## config.mk

```make
export PLATFORM = sky130hd
export DESIGN_NAME = line_seg_queue
export DESIGN_NICKNAME = d
export VERILOG_FILES = /design/src/rtl/line_seg_queue_pkg.sv /design/src/rtl/line_seg_queue_sat_counter.sv /design/src/rtl/line_seg_queue.sv
export SDC_FILE = /design/constraint.sdc
export NUM_CORES = 1
export LEC_CHECK = 0
export BUFFER_PORTS_ARGS = -buffer_cell sky130_fd_sc_hd__buf_2
export CAP_MARGIN = 20
export CORE_MARGIN = 2
export CORE_UTILIZATION = 38
export CTS_BUF_LIST = sky130_fd_sc_hd__clkbuf_4 sky130_fd_sc_hd__clkbuf_8
export CTS_CLUSTER_DIAMETER = 30
export CTS_CLUSTER_SIZE = 28
export DETAILED_ROUTE_END_ITERATION = 10
export GPL_ROUTABILITY_DRIVEN = 0
export GPL_TIMING_DRIVEN = 0
export PLACE_DENSITY = 0.54
export REMOVE_ABC_BUFFERS = 1
export SETUP_SLACK_MARGIN = 0.3
export SKIP_LAST_GASP = 1
export SLEW_MARGIN = 10
export SYNTH_ARGS = -nofsm -noshare
export SYNTH_HDL_FRONTEND = slang
export SYNTH_SLANG_ARGS = --single-unit
```

## constraint.sdc

```tcl
create_clock -name clk -period 6.9 [get_ports clk]
set_clock_uncertainty 0.15 [all_clocks]
set_input_delay 1.035 -clock clk [delete_from_list [all_inputs] [get_ports clk]]
set_output_delay 1.035 -clock clk [all_outputs]
set_load 0.01 [all_outputs]
```

## src/rtl/line_seg_queue_pkg.sv

```systemverilog
// Shared line-segment definitions used by the AVG core, this queue and the rasterizer.
package line_q_pkg;

  // Default field widths of a line segment
  localparam int LQ_COORD_W = 13;
  localparam int LQ_INT_W   = 4;

  // One line segment as exchanged between vector generator and rasterizer
  typedef struct packed {
    logic [LQ_COORD_W-1:0] start_x;
    logic [LQ_COORD_W-1:0] start_y;
    logic [LQ_COORD_W-1:0] end_x;
    logic [LQ_COORD_W-1:0] end_y;
    logic [LQ_INT_W-1:0]   intensity;
    logic                  eof;
  } line_seg_t;

  // A blank segment draws nothing and carries no frame boundary
  function automatic logic lq_is_blank(input line_seg_t seg);
    return (seg.intensity == '0) && !seg.eof;
  endfunction

endpackage

```

## src/rtl/line_seg_queue_sat_counter.sv

```systemverilog
// Saturating up-counter: holds at all-ones instead of wrapping.
module sat_counter #(
  parameter int W = 16
) (
  input  logic         clk,
  input  logic         rst,
  input  logic         inc,
  output logic [W-1:0] value
);

  // Count increment requests, sticking at the maximum value
  always_ff @(posedge clk) begin
    if (rst) begin
      value <= '0;
    end else if (inc && (value != '1)) begin
      value <= value + 1'b1;
    end
  end

endmodule

```

## src/rtl/line_seg_queue.sv

```systemverilog
// Line-segment FIFO between the AVG core and the rasterizer.
// First-word-fall-through read, registered occupancy flags, end-of-frame
// tracking, optional blank filtering, flush and a saturating drop counter.
module line_seg_queue
  import line_q_pkg::*;
#(
  parameter int COORD_W    = 13,
  parameter int INT_W      = 4,
  parameter int DEPTH      = 16,
  parameter int AF_MARGIN  = 2,
  parameter int SKIP_BLANK = 1,
  parameter int OVF_W      = 16
) (
  input  logic                       clk,
  input  logic                       rst,
  input  logic                       wr_en,
  input  logic [COORD_W-1:0]         wr_start_x,
  input  logic [COORD_W-1:0]         wr_start_y,
  input  logic [COORD_W-1:0]         wr_end_x,
  input  logic [COORD_W-1:0]         wr_end_y,
  input  logic [INT_W-1:0]           wr_intensity,
  input  logic                       wr_eof,
  input  logic                       rd_en,
  output logic [COORD_W-1:0]         rd_start_x,
  output logic [COORD_W-1:0]         rd_start_y,
  output logic [COORD_W-1:0]         rd_end_x,
  output logic [COORD_W-1:0]         rd_end_y,
  output logic [INT_W-1:0]           rd_intensity,
  output logic                       rd_eof,
  output logic                       empty,
  output logic                       full,
  output logic                       almost_full,
  output logic [$clog2(DEPTH):0]     count,
  output logic [$clog2(DEPTH):0]     frames_pending,
  input  logic                       flush,
  output logic [OVF_W-1:0]           overflow_cnt
);

  localparam int AW = $clog2(DEPTH);
  localparam int CW = AW + 1;
  localparam int EW = 4 * COORD_W + INT_W + 1;

  localparam logic [CW-1:0] FULL_LEVEL = CW'(DEPTH);
  localparam logic [CW-1:0] AF_LEVEL   = CW'(DEPTH - AF_MARGIN);

  logic [EW-1:0]      mem [DEPTH];
  logic [AW-1:0]      wr_ptr;
  logic [AW-1:0]      rd_ptr;
  logic [CW-1:0]      count_next;
  logic [CW-1:0]      frames_next;
  logic [EW-1:0]      head;
  logic               blank;
  logic               filtered;
  logic               wr_accept;
  logic               pop;
  logic               overflow_hit;

  // Blank detection uses the shared helper when the fields match the package layout
  if (COORD_W == LQ_COORD_W && INT_W == LQ_INT_W) begin : g_pkg_blank
    line_seg_t wr_seg;
    assign wr_seg = '{start_x:   wr_start_x,
                      start_y:   wr_start_y,
                      end_x:     wr_end_x,
                      end_y:     wr_end_y,
                      intensity: wr_intensity,
                      eof:       wr_eof};
    assign blank = lq_is_blank(wr_seg);
  end else begin : g_local_blank
    assign blank = (wr_intensity == '0) && !wr_eof;
  end

  assign filtered     = (SKIP_BLANK != 0) && blank;
  assign wr_accept    = wr_en && !flush && !filtered && (!full || rd_en);
  assign pop          = rd_en && !empty && !flush;
  assign overflow_hit = wr_en && !filtered && !flush && full && !rd_en;

  // Head entry falls through to the outputs; zeroed while nothing is stored
  assign head         = mem[rd_ptr];
  assign rd_start_x   = empty ? '0 : head[EW-1 -: COORD_W];
  assign rd_start_y   = empty ? '0 : head[EW-1-COORD_W -: COORD_W];
  assign rd_end_x     = empty ? '0 : head[EW-1-2*COORD_W -: COORD_W];
  assign rd_end_y     = empty ? '0 : head[EW-1-3*COORD_W -: COORD_W];
  assign rd_intensity = empty ? '0 : head[INT_W:1];
  assign rd_eof       = empty ? 1'b0 : head[0];

  // Next occupancy and frame count; flush wins over any concurrent traffic
  always_comb begin
    count_next  = count;
    frames_next = frames_pending;
    if (flush) begin
      count_next  = '0;
      frames_next = '0;
    end else begin
      if (wr_accept && !pop) begin
        count_next = count + 1'b1;
      end else if (pop && !wr_accept) begin
        count_next = count - 1'b1;
      end
      if ((wr_accept && wr_eof) && !(pop && head[0])) begin
        frames_next = frames_pending + 1'b1;
      end else if ((pop && head[0]) && !(wr_accept && wr_eof)) begin
        frames_next = frames_pending - 1'b1;
      end
    end
  end

  // Storage array is written only on accepted writes and needs no reset
  always_ff @(posedge clk) begin
    if (wr_accept) begin
      mem[wr_ptr] <= {wr_start_x, wr_start_y, wr_end_x, wr_end_y, wr_intensity, wr_eof};
    end
  end

  // Pointers, occupancy and flags move together so the flags always match count
  always_ff @(posedge clk) begin
    if (rst) begin
      wr_ptr         <= '0;
      rd_ptr         <= '0;
      count          <= '0;
      frames_pending <= '0;
      empty          <= 1'b1;
      full           <= 1'b0;
      almost_full    <= 1'b0;
    end else begin
      if (flush) begin
        wr_ptr <= '0;
        rd_ptr <= '0;
      end else begin
        if (wr_accept) begin
          wr_ptr <= wr_ptr + 1'b1;
        end
        if (pop) begin
          rd_ptr <= rd_ptr + 1'b1;
        end
      end
      count          <= count_next;
      frames_pending <= frames_next;
      empty          <= (count_next == '0);
      full           <= (count_next == FULL_LEVEL);
      almost_full    <= (count_next >= AF_LEVEL);
    end
  end

  sat_counter #(.W(OVF_W)) u_ovf_cnt (
    .clk   (clk),
    .rst   (rst),
    .inc   (overflow_hit),
    .value (overflow_cnt)
  );

endmodule
```

==> results.py <==
metrics = {
    "outcome": {
        "status": "complete, no violations",
    },
    "power_and_ir_drop": {
        "peakVddDrop_mv": 0.171,
        "powerDensity_nw_per_um2": 295,
        "total_power_mw": 13.0,
        "power_leakage_nw": 14.0,
    },
    "clock_tree": {
        "root_buffer": "clkbuf_8",
        "clk_path_buf_depth": 3,
        "worstSkewPairLatency_ps": 820,
        "ctsHoldBuffers": 0,
        "cts_buffers": 191,
        "post_cts_resized": 0,
        "cts_setup_buffers": 0,
        "cts.sinks": 953,
        "clk_pin_slew_ps": 50,
        "htreeDepth": 4,
        "cts_tree": "done",
    },
    "synth": {
        "yosys.cell_types.count": 50,
        "ys_ff_latch": 953,
        "synth_top_family_by_area": "multiplexers",
        "yosys_warnings": 0,
        "synth_flop_cell": "edfxtp_1",
        "synthAdderAreaFrac": 0.00464,
        "async_reset_ff_frac": 0,
        "synthMuxAreaShare": 0.176,
        "netlist_instances": 1573,
        "synth_compound_area_frac": 0.00621,
        "yosys.area_share.simple": 0.0261,
        "synth-edff-count": 912,
        "synth_xor_area_frac": 0.00549,
        "yosysSeqAreaShare": 0.769,
        "synth_area_um2": 36700,
        "synth_area_per_cell_um2": 23.3,
    },
    "sta": {
        "fmaxAchievable_mhz": 202,
        "layout_min_cycle_time_ps": 4950,
        "worst_pin_slew_ps": 990,
        "setup_viol": 0,
        "slew_violations": 0,
        "fin_crit_sh": 0.717,
        "hold_viol": 0,
        "fin_ws_ps": 1950,
        "setup_tns_ps": 0,
        "whs_ps": 342,
        "slew_headroom": 0.336,
        "rsz0062_at_grt": "no",
    },
    "drt": {
        "vias": 17500,
        "drt_iter0_drc": 1234,
        "vias_per_cell": 5.23,
        "routed_wl_mm": 84.1,
        "route.detailed.drc": 0,
        "ant_nets": 0,
        "detail_route.wl_per_cell_um": 25.2,
        "drt_pre_antenna_iters": 5,
    },
    "worst_setup_path": {
        "cp-start-kind": "flip-flop",
        "critPathKind": "reg -> out",
        "worstPathArrival_ps": 3760,
        "path_max_fanout": 34,
        "cp.required_ps": 5710,
        "endpoint_kind": "output pin",
        "reg2reg_slack_ps": 2570,
    },
    "global_routing": {
        "grt_max_degree": 52,
        "grt_pass1_vias": 19000,
        "gr-usage-all-layers": 0.174,
        "antenna_found_initial": 11,
        "grt_pass1_wl_mm": 124,
        "gr-total-overflow": 0,
    },
    "floorplanning": {
        "num_rows": 113,
        "die_y_um": 315,
        "die-area_um2": 99000,
        "die_w_um": 315,
        "pin_count": 148,
        "coreArea_um2": 95300,
        "initial_core_util": 0.385,
    },
    "cells_and_area": {
        "nNetsFinal": 1984,
        "syn_to_final_growth_pct": 20.4,
        "drive_above_1_share": 0.413,
        "final_core_util": 0.463,
    },
    "job": {
        "drv_cap": 0,
    },
    "min_path": {
        "hold_class": "reg -> reg",
    },
    "placement": {
        "dp_hpwl_mm": 47.4,
        "port_buffers": 147,
        "dp_slack_ps": 2090,
    },
}
per-layer routing:
layer  routed length (µm)  part of all wire  vias up  track usage
met5                   52           0.00062        -            0
met4                 1750             0.021        8       0.0577
met3                 4640             0.055      147       0.0414
met1                36200              0.43     9399        0.233
met2                41500              0.49      488        0.280
li1                     -                 -     7415            -
registers in the layout, indices dropped and copies added, names as in the netlist, named ones only:
signal and count:
u_ovf_cnt.value 16, rd_ptr 4, full 1, mem 912, count 5, empty 1, frames_pending 5, almost_full 1
wr_ptr 4
metrics by stage:
stage,instances,cell area [µm²]
2_1_floorplan,1497,36300
3_3_place_gp,2909,38600
3_5_place_dp,2981,39900
4_1_cts,3339,44200
5_1_grt,3340,44200
6_report,3341,44200
kinds of logic (layout without fill, tap and decap cells):
logic type | Yosys count | in the layout
fa+ha+maj | 13 | 13
xor+xnor | 23 | 23
mux | 289 | 289
other cells | 0 | 2
compound gates | 35 | 35
buf+inv | 90 | 591
flops | 953 | 953
simple gates | 170 | 170
where the power goes:
| part | switching [mW] | internal (mW) |
|---|---|---|
| registers | 0.0266 | 6.36 |
| clock network | 2.57 | 3.66 |
| logic | 0.232 | 0.178 |
| total | 2.83 | 10.2 |
synth_stat cells (5+ instances only):
| cell | n | area (µm²) |
|---|---|---|
| edfxtp_1 | 912 | 27400 |
| mux4_2 | 285 | 6420 |
| nor2b_1 | 59 | 369 |
| dfxtp_1 | 41 | 821 |
| nor2_1 | 39 | 146 |
| clkbuf_1 | 38 | 143 |
| nand2_1 | 16 | 60.1 |
| buf_4 | 15 | 113 |
| xor2_1 | 15 | 131 |
| inv_1 | 14 | 52.6 |
| a21oi_1 | 12 | 60.1 |
| ha_1 | 12 | 150 |
| and2_1 | 11 | 68.8 |
| nand3_1 | 10 | 50.1 |
| buf_1 | 9 | 33.8 |
| buf_2 | 9 | 45.0 |
| o21ai_0 | 9 | 45.0 |
| xnor2_1 | 8 | 70.1 |
| nand4_1 | 7 | 43.8 |
| nor3_1 | 6 | 30.0 |
| or3_1 | 6 | 37.5 |
| buf_6 | 5 | 56.3 |
layout by cell type (no fill, tap or decap), types with 3 or more instances in the layout:
cell / Yosys / final
edfxtp_1: 912 / 912
mux4_2: 285 / 285
clkbuf_8: 0 / 192
buf_2: 9 / 147
nor2b_1: 59 / 59
dfxtp_1: 41 / 36
clkinv_1: 0 / 36
nor2_1: 39 / 35
clkinv_2: 0 / 33
buf_16: 0 / 24
bufinv_16: 0 / 23
buf_4: 15 / 23
clkinvlp_4: 0 / 21
clkbuf_4: 0 / 20
clkinv_4: 0 / 18
nand2_1: 16 / 16
xor2_1: 15 / 15
inv_1: 14 / 14
buf_6: 5 / 13
a21oi_1: 12 / 12
ha_1: 12 / 12
buf_12: 0 / 11
nand3_1: 10 / 10
o21ai_0: 9 / 9
and2_4: 0 / 8
xnor2_1: 8 / 8
nand4_1: 7 / 7
inv_6: 0 / 7
nor3_2: 2 / 6
or3_1: 6 / 6
inv_8: 0 / 6
dfxtp_4: 0 / 5
nor2_4: 0 / 4
mux2i_1: 4 / 4
and2_1: 11 / 3
path summary, 6_finish.rpt:
path / startpoint / end / depth (start not counted)
worst max register to register: flip-flop / frames_pending[4]$_SDFFE_PP0P_ / 13
worst min-delay path: frames_pending[4]$_SDFFE_PP0P_ / frames_pending[4]$_SDFFE_PP0P_ / 2
worst max-delay path: flip-flop / rd_end_y[1] / 7
worst min register to register: frames_pending[4]$_SDFFE_PP0P_ / frames_pending[4]$_SDFFE_PP0P_ / 2
final cells by class:
type / count / area, µm²
well taps: 1265 / 1580
clock buffers: 212 / 2790
diodes: 2 / 5.00
fillers: 7979 / 51100
multi-input cells: 530 / 8090
clock inverters: 146 / 1470
inverters: 14 / 52.6
flip-flops and latches: 953 / 28200
repair buffers: 219 / 1950
critical path, cell delays in order, from the launching register on:
cell     delay, ps
dfxtp_4        650
buf_12         290
buf_16         270
buf_16         300
mux4_2         560
mux4_2         510
nor2b_1        150
buf_2          160
No activity file was read; power rests on OpenSTA's default activity.
